### config.mk
export PLATFORM = sky130hd
export DESIGN_NAME = atm_controller_param
export DESIGN_NICKNAME = d
export VERILOG_FILES = /design/src/rtl/atm_pkg.sv /design/src/rtl/atm_strobe_edge.sv /design/src/rtl/atm_controller_param.sv
export SDC_FILE = /design/constraint.sdc
export NUM_CORES = 1
export LEC_CHECK = 0
export CORE_MARGIN = 3
export CORE_UTILIZATION = 51
export DETAILED_ROUTE_END_ITERATION = 10
export DONT_BUFFER_PORTS = 1
export PLACE_DENSITY = 0.73
export SYNTH_ARGS = -nofsm -noshare
export SYNTH_HDL_FRONTEND = slang
export SYNTH_SLANG_ARGS = --single-unit
### constraint.sdc
create_clock -name CLK -period 10.01 [get_ports CLK]
set_input_delay 2.002 -clock CLK [delete_from_list [all_inputs] [get_ports CLK]]
set_output_delay 2.002 -clock CLK [all_outputs]
set_load 0.01 [all_outputs]
### src/rtl/atm_pkg.sv
// Shared types and helpers for the ATM transaction controller.
package atm_pkg;

    // Controller states; exported on the top-level debug port.
    typedef enum logic [2:0] {
        IDLE,
        PIN_ENTRY,
        PIN_CHECK,
        MONTO_WAIT,
        TRANSACTION,
        LOCKED
    } atm_state_e;

    // Outcome of a latched transaction, decided from balance, limit and type.
    typedef logic [2:0] res_code_t;
    localparam res_code_t RES_NINGUNO  = 3'd0;
    localparam res_code_t RES_DEPOSITO = 3'd1;
    localparam res_code_t RES_RETIRO   = 3'd2;
    localparam res_code_t RES_FONDOS   = 3'd3;
    localparam res_code_t RES_LIMITE   = 3'd4;

    // Width able to hold the attempt count 0..max_intentos.
    function automatic int unsigned intentos_w(input int unsigned max_intentos);
        return $clog2(max_intentos + 1);
    endfunction

endpackage

### src/rtl/atm_strobe_edge.sv
// Registers an asynchronous-ish level strobe and flags its rising edge.
//
// Strobe handshake: the front end raises the strobe with its data already
// stable and keeps the data stable until the strobe has been low for at
// least one full cycle.  The strobe is sampled once per clock; edge_pulse is
// high for exactly one cycle after the first high sample, however long the
// strobe stays high.  There is no ready/backpressure: an edge arriving while
// the owner is not listening is simply dropped by the owner.
module atm_strobe_edge (
    input  logic clk,
    input  logic rst,
    input  logic stb,
    output logic edge_pulse
);

    logic stb_q;
    logic stb_qq;

    // Two-stage sample of the strobe; the older copy gives the edge reference.
    always_ff @(posedge clk or posedge rst) begin
        if (rst) begin
            stb_q  <= 1'b0;
            stb_qq <= 1'b0;
        end else begin
            stb_q  <= stb;
            stb_qq <= stb_q;
        end
    end

    assign edge_pulse = stb_q & ~stb_qq;

endmodule

### src/rtl/atm_controller_param.sv
// ATM transaction controller: card/PIN session, attempt lockout, deposits,
// withdrawals with a daily limit, inactivity timeout and session cancel.
module atm_controller_param
    import atm_pkg::*;
#(
    parameter int unsigned     PIN_DIGITS    = 4,
    parameter int unsigned     MAX_INTENTOS  = 3,
    parameter int unsigned     MONTO_W       = 32,
    parameter int unsigned     BAL_W         = 64,
    parameter longint unsigned BALANCE_INI   = 400000,
    parameter longint unsigned LIMITE_DIARIO = 200000,
    parameter int unsigned     TIMEOUT_CYC   = 1000
) (
    input  logic                    CLK,
    input  logic                    RESET,
    input  logic                    TARJETA_RECIBIDA,
    input  logic                    TIPO_TRANS,
    input  logic                    DIGITO_STB,
    input  logic [3:0]              DIGITO,
    input  logic [4*PIN_DIGITS-1:0] PIN,
    input  logic                    MONTO_STB,
    input  logic [MONTO_W-1:0]      MONTO,
    input  logic                    CANCELAR,
    input  logic                    DIA_NUEVO,
    output logic [BAL_W-1:0]        BALANCE,
    output logic                    BALANCE_ACTUALIZADO,
    output logic                    ENTREGAR_DINERO,
    output logic                    PIN_INCORRECTO,
    output logic                    ADVERTENCIA,
    output logic                    BLOQUEO,
    output logic                    FONDOS_INSUFICIENTES,
    output logic                    LIMITE_EXCEDIDO,
    output logic                    TIEMPO_AGOTADO,
    output atm_state_e              state_dbg
);

    localparam int unsigned PIN_W  = 4 * PIN_DIGITS;
    localparam int unsigned DCNT_W = $clog2(PIN_DIGITS + 1);
    localparam int unsigned TMR_W  = $clog2(TIMEOUT_CYC + 1);
    localparam int unsigned INT_W  = intentos_w(MAX_INTENTOS);

    localparam logic [DCNT_W-1:0] DIG_LAST   = DCNT_W'(PIN_DIGITS - 1);
    localparam logic [TMR_W-1:0]  TMR_LAST   = TMR_W'(TIMEOUT_CYC - 1);
    localparam logic [INT_W-1:0]  INT_LOCK   = INT_W'(MAX_INTENTOS);
    localparam logic [INT_W-1:0]  INT_WARN   = INT_W'(MAX_INTENTOS - 1);
    localparam logic [BAL_W:0]    LIMITE_EXT = (BAL_W + 1)'(LIMITE_DIARIO);
    localparam logic [BAL_W-1:0]  BAL_RESET  = BAL_W'(BALANCE_INI);
    localparam logic [BAL_W-1:0]  BAL_MAX    = '1;

    atm_state_e        state;
    logic [INT_W-1:0]  intentos;
    logic [INT_W-1:0]  intentos_inc;
    logic [DCNT_W-1:0] dig_cnt;
    logic [PIN_W-1:0]  pin_sr;
    logic [TMR_W-1:0]  timer;
    logic [BAL_W-1:0]  acum;
    logic [BAL_W-1:0]  monto_q;
    logic              tipo_q;
    logic              dig_edge;
    logic              monto_edge;
    logic [BAL_W:0]    dep_sum;
    logic [BAL_W:0]    acum_sum;
    res_code_t         res_code;

    atm_strobe_edge u_dig_edge (
        .clk        (CLK),
        .rst        (RESET),
        .stb        (DIGITO_STB),
        .edge_pulse (dig_edge)
    );

    atm_strobe_edge u_monto_edge (
        .clk        (CLK),
        .rst        (RESET),
        .stb        (MONTO_STB),
        .edge_pulse (monto_edge)
    );

    // Sums carry one extra bit so saturation and the limit test never wrap.
    assign intentos_inc = intentos + 1'b1;
    assign dep_sum      = {1'b0, BALANCE} + {1'b0, monto_q};
    assign acum_sum     = {1'b0, acum} + {1'b0, monto_q};
    assign state_dbg    = state;

    // Classify the latched transaction; funds are checked before the limit.
    always_comb begin
        res_code = RES_NINGUNO;
        if (!tipo_q)
            res_code = RES_DEPOSITO;
        else if (monto_q > BALANCE)
            res_code = RES_FONDOS;
        else if (acum_sum > LIMITE_EXT)
            res_code = RES_LIMITE;
        else
            res_code = RES_RETIRO;
    end

    // Session FSM with timer, PIN shifter, attempt counter and balance datapath.
    always_ff @(posedge CLK or posedge RESET) begin
        if (RESET) begin
            state                <= IDLE;
            BALANCE              <= BAL_RESET;
            intentos             <= '0;
            dig_cnt              <= '0;
            pin_sr               <= '0;
            timer                <= '0;
            acum                 <= '0;
            monto_q              <= '0;
            tipo_q               <= 1'b0;
            BALANCE_ACTUALIZADO  <= 1'b0;
            ENTREGAR_DINERO      <= 1'b0;
            PIN_INCORRECTO       <= 1'b0;
            ADVERTENCIA          <= 1'b0;
            BLOQUEO              <= 1'b0;
            FONDOS_INSUFICIENTES <= 1'b0;
            LIMITE_EXCEDIDO      <= 1'b0;
            TIEMPO_AGOTADO       <= 1'b0;
        end else begin
            BALANCE_ACTUALIZADO  <= 1'b0;
            ENTREGAR_DINERO      <= 1'b0;
            PIN_INCORRECTO       <= 1'b0;
            FONDOS_INSUFICIENTES <= 1'b0;
            LIMITE_EXCEDIDO      <= 1'b0;
            TIEMPO_AGOTADO       <= 1'b0;
            case (state)
                IDLE: begin
                    if (TARJETA_RECIBIDA) begin
                        state   <= PIN_ENTRY;
                        dig_cnt <= '0;
                        pin_sr  <= '0;
                        timer   <= '0;
                    end
                end
                PIN_ENTRY: begin
                    if (CANCELAR) begin
                        state <= IDLE;
                    end else if (timer == TMR_LAST) begin
                        // Partial PIN is dropped; it does not count as an attempt.
                        TIEMPO_AGOTADO <= 1'b1;
                        state          <= IDLE;
                    end else if (dig_edge) begin
                        pin_sr  <= (pin_sr << 4) | PIN_W'(DIGITO);
                        dig_cnt <= dig_cnt + 1'b1;
                        timer   <= '0;
                        if (dig_cnt == DIG_LAST)
                            state <= PIN_CHECK;
                    end else begin
                        timer <= timer + 1'b1;
                    end
                end
                PIN_CHECK: begin
                    if (CANCELAR) begin
                        state <= IDLE;
                    end else if (pin_sr == PIN) begin
                        intentos    <= '0;
                        ADVERTENCIA <= 1'b0;
                        timer       <= '0;
                        state       <= MONTO_WAIT;
                    end else begin
                        PIN_INCORRECTO <= 1'b1;
                        intentos       <= intentos_inc;
                        if (intentos_inc == INT_LOCK) begin
                            BLOQUEO     <= 1'b1;
                            ADVERTENCIA <= 1'b0;
                            state       <= LOCKED;
                        end else begin
                            if (intentos_inc == INT_WARN)
                                ADVERTENCIA <= 1'b1;
                            dig_cnt <= '0;
                            timer   <= '0;
                            state   <= PIN_ENTRY;
                        end
                    end
                end
                MONTO_WAIT: begin
                    if (CANCELAR) begin
                        state <= IDLE;
                    end else if (timer == TMR_LAST) begin
                        TIEMPO_AGOTADO <= 1'b1;
                        state          <= IDLE;
                    end else if (monto_edge) begin
                        monto_q <= BAL_W'(MONTO);
                        tipo_q  <= TIPO_TRANS;
                        state   <= TRANSACTION;
                    end else begin
                        timer <= timer + 1'b1;
                    end
                end
                TRANSACTION: begin
                    // CANCELAR is deliberately not looked at: the transaction completes.
                    case (res_code)
                        RES_DEPOSITO: begin
                            BALANCE             <= dep_sum[BAL_W] ? BAL_MAX : dep_sum[BAL_W-1:0];
                            BALANCE_ACTUALIZADO <= 1'b1;
                        end
                        RES_RETIRO: begin
                            BALANCE             <= BALANCE - monto_q;
                            acum                <= acum_sum[BAL_W-1:0];
                            ENTREGAR_DINERO     <= 1'b1;
                            BALANCE_ACTUALIZADO <= 1'b1;
                        end
                        RES_FONDOS: FONDOS_INSUFICIENTES <= 1'b1;
                        RES_LIMITE: LIMITE_EXCEDIDO      <= 1'b1;
                        default: ;
                    endcase
                    state <= IDLE;
                end
                LOCKED: state <= LOCKED;
                default: state <= IDLE;
            endcase
            // A new day wins over a withdrawal landing in the same cycle.
            if (DIA_NUEVO)
                acum <= '0;
        end
    end

endmodule

==> summary.txt <==
Routing
  – Final wirelength: roughly 55,000 um
  – Vias: roughly 16,000
  – Antenna-violating nets left: 0
  – DR WL/cell: 22.90 um
  – DRC errors left: 0
  – DR vias/cell: 6.812
  – Initial DRC Count: 1,713
  – TritonRoute pass-1 iters: 8

Global route
  – Global Route Usage Sum: 30.67%
  – Vias in the first global route: 15,220
  – Gr ovfl total: 0
  – Largest net degree at the start of global routing: 103
  – Initial antenna violation count: 8
  – First-pass GRT wire length: 85,400 um

Job
  – Maxcap violations: 0

Power and ir drop
  – Max VDD drop: 0.0002382 V
  – Clk network pwr share: around a fifth
  – Design Power: 5175 uW
  – Comb power frac: 54.1%
  – Net load switching power: 2521 uW
  – Pwr/cell area: 293.6 mW/mm2
  – Sequential Power Share: 26.2%
  – Static leakage: roughly 0.0076 uW
  – Switching Share: 48.72%
  – Int Power: 2654 uW

Final layout
  – Share of cells above drive strength 1: roughly 7.6%
  – Nets: between 2,000 and 2,500
  – Synthesis-to-layout area growth: 6.980%

Min path
  – Hold path start: u_dig_edge.stb_q
  – Hold WC Path Type: flop to flop

Logic synthesis
  – Syn_nets: 2,196
  – Fraction of registers with async set/reset: 100.0%
  – Synth area leader: dfrtp_1
  – Synth Register Bits: 207
  – Top_reg_cell synth: dfrtp_1
  – Ys Warns: 0
  – Register area share after synthesis: about a third
  – Top-count cell post-synth: dfrtp_1
  – Post-synth EDFFs: 0
  – Top post-synthesis cells by area: dfrtp_1, ha_1, a21oi_1
  – Netlist cell types: 76
  – Most common library cells after synthesis: dfrtp_1, nand2_1, nor2_1
  – Syn_area_per_cell: roughly 8.1 um2
  – Yosys top cell area share: 30.53%
  – Synthesized instance count: around 2,000
  – Synthesized cell area: 0.01647 mm2

Floorplanning
  – Starting Density: 51.94%
  – Core area: 0.03172 mm2
  – # rows: 65
  – Die Ht: 185.7 um
  – Die area: 0.03449 mm2
  – DIE WIDTH: 185.7 um
  – I/O Pins: roughly 140

Clock network
  – Post-CTS sizing: 0
  – H-tree Lvls: 1
  – Clock transition at path regs: around 70 ps
  – Root buffer cell: clkbuf_16
  – CTS buffer count: 26
  – Clk_lat worst skew: 560 ps
  – CTS tree: built
  – Post-CTS setup buffers: 0
  – Cts hold-fix bufs: 0
  – Max clock buf depth: 3
  – CTS sink count: just over 200

Critical path
  – Crit path DAT: 6950 ps
  – Worst r2r src: monto_q[7]
  – Critical Path RT: about 10,000 ps
  – Critical path startpoint category: flop
  – Setup crit end kind: flop
  – Crit path kind: flop to flop
  – Crit-path max FO: 34
  – Critical path origin: monto_q[7]

Timing
  – Clock Skew: 32.15 ps
  – Slew Limit Fails: 0
  – Unrepaired setup endpoints after global routing: false
  – Final period util: 64.64%
  – Worst slew pin tran: 1282 ps
  – Setup tns final: 0 ps
  – Slew headroom: 14.55%
  – Final setup vio count: 0
  – Endpoints failing hold: 0
  – Min cycle time layout: roughly 6500 ps
  – Fmax: 0.1545 GHz

Placed design
  – Port buffer count: 0
  – GPL Wtd Cong: 0.9763
  – DP HPWL: 39,900 um

Outcome
  – Status: complete, no violations
critical path, stage by stage (launching register included):
cell	delay (ps)
dfrtp_1	430
ha_1	410
nand2_1	110
o21ai_0	230
o31ai_1	200
o31ai_1	820
a21boi_0	540
o211ai_1	370
o211ai_1	130
a2111oi_0	380
nand4_1	710
nor3_1	640
o21ai_4	80
inv_2	470
buf_4	470
o221ai_1	210
mux2i_1	180
per-stage QoR:
stage	std cells	cell area (um2)	setup slack [ps]	hold slack [ps]	utilization, %
floorplan	2032	16470	2365	346.5	-
global placement	2332	16690	3986	355.8	52.62
detailed placement	2332	16690	3703	362.2	52.62
CTS	2380	17620	3691	375.3	55.54
global route	2382	17620	3132	394.1	55.55
finish	2383	17620	3539	378.7	55.56
sequential cells by signal, indices dropped and copies added (netlist names), 2 cells and up:
name,cells
intentos,2
state_dbg,3
monto_q,32
pin_sr,16
timer,10
BALANCE,64
acum,64
dig_cnt,3
per-layer routing:
layer  share of wire [%]  up-vias  global-route usage (%)
met4                 3.0       12                   8.966
met3                  11      142                   6.762
met2                  44      936                   48.73
li1                    -     7378                       -
met1                  42     7766                   42.18
met5                0.15        -                       0
cell usage in the layout (no fill, tap or decap), drive strengths merged, types with 27 or more instances in the layout:
cell type  Yosys  routed
clkbuf        95      34
nor3          63      63
and2          53      53
nor4          42      42
o21ai        144     144
a31oi         38      38
nand2        197     197
a21oi        154     154
inv           92      94
mux2i         29      29
xor2          29      29
nor2         160     160
o211ai        35      35
dfrtp        201     201
mux2          43      43
nand2b        27      27
nand4         49      49
nand3         56      56
ha           101     101
area by class of cell:
cell class | count | area, um2
tap | 402 | 503.0
antenna | 3 | 7.507
timing repair buffer | 16 | 120.1
clock inverter | 14 | 193.9
fill | 2922 | 14090
inverter | 92 | 352.8
sequential | 207 | 5187
clock buffer | 34 | 730.7
multi-input combinational | 1615 | 10530
final timing paths:
path,end,slack [ps],cells after the start
hold reg to reg,u_dig_edge.stb_qq,380,0
hold / removal,u_dig_edge.stb_qq,380,0
max in group asynchronous,u_monto_edge.stb_qq,7290,2
setup reg to reg,BALANCE[35],3540,16
min in group asynchronous,pin_sr[1],1450,1
setup / recovery,BALANCE[35],3540,16
power groups by stage:
stage / registers [uW] / logic [uW] / clock network [uW]
final: 1350 / 2800 / 1020
after detailed placement: 1360 / 2710 / 0
after CTS: 1350 / 2720 / 1030
after global routing: 1380 / 3070 / 1070
after floorplan: 1220 / 2110 / 0
after global placement: 1360 / 2660 / 0
cell families (layout without fill, tap and decap cells):
| kind of cell | Yosys count | in the layout | share of synthesized area, % |
|---|---|---|---|
| flops | 207 | 207 | 31.49 |
| xor+xnor | 55 | 55 | 2.924 |
| mux | 72 | 72 | 4.701 |
| buf+inv | 210 | 156 | 4.952 |
| compound gates | 616 | 616 | 24.39 |
| simple gates | 768 | 768 | 23.51 |
| other cells | 0 | 3 | 0 |
| fa+ha+maj | 104 | 104 | 8.036 |
Note: power is estimated with default switching activity, not from simulation.
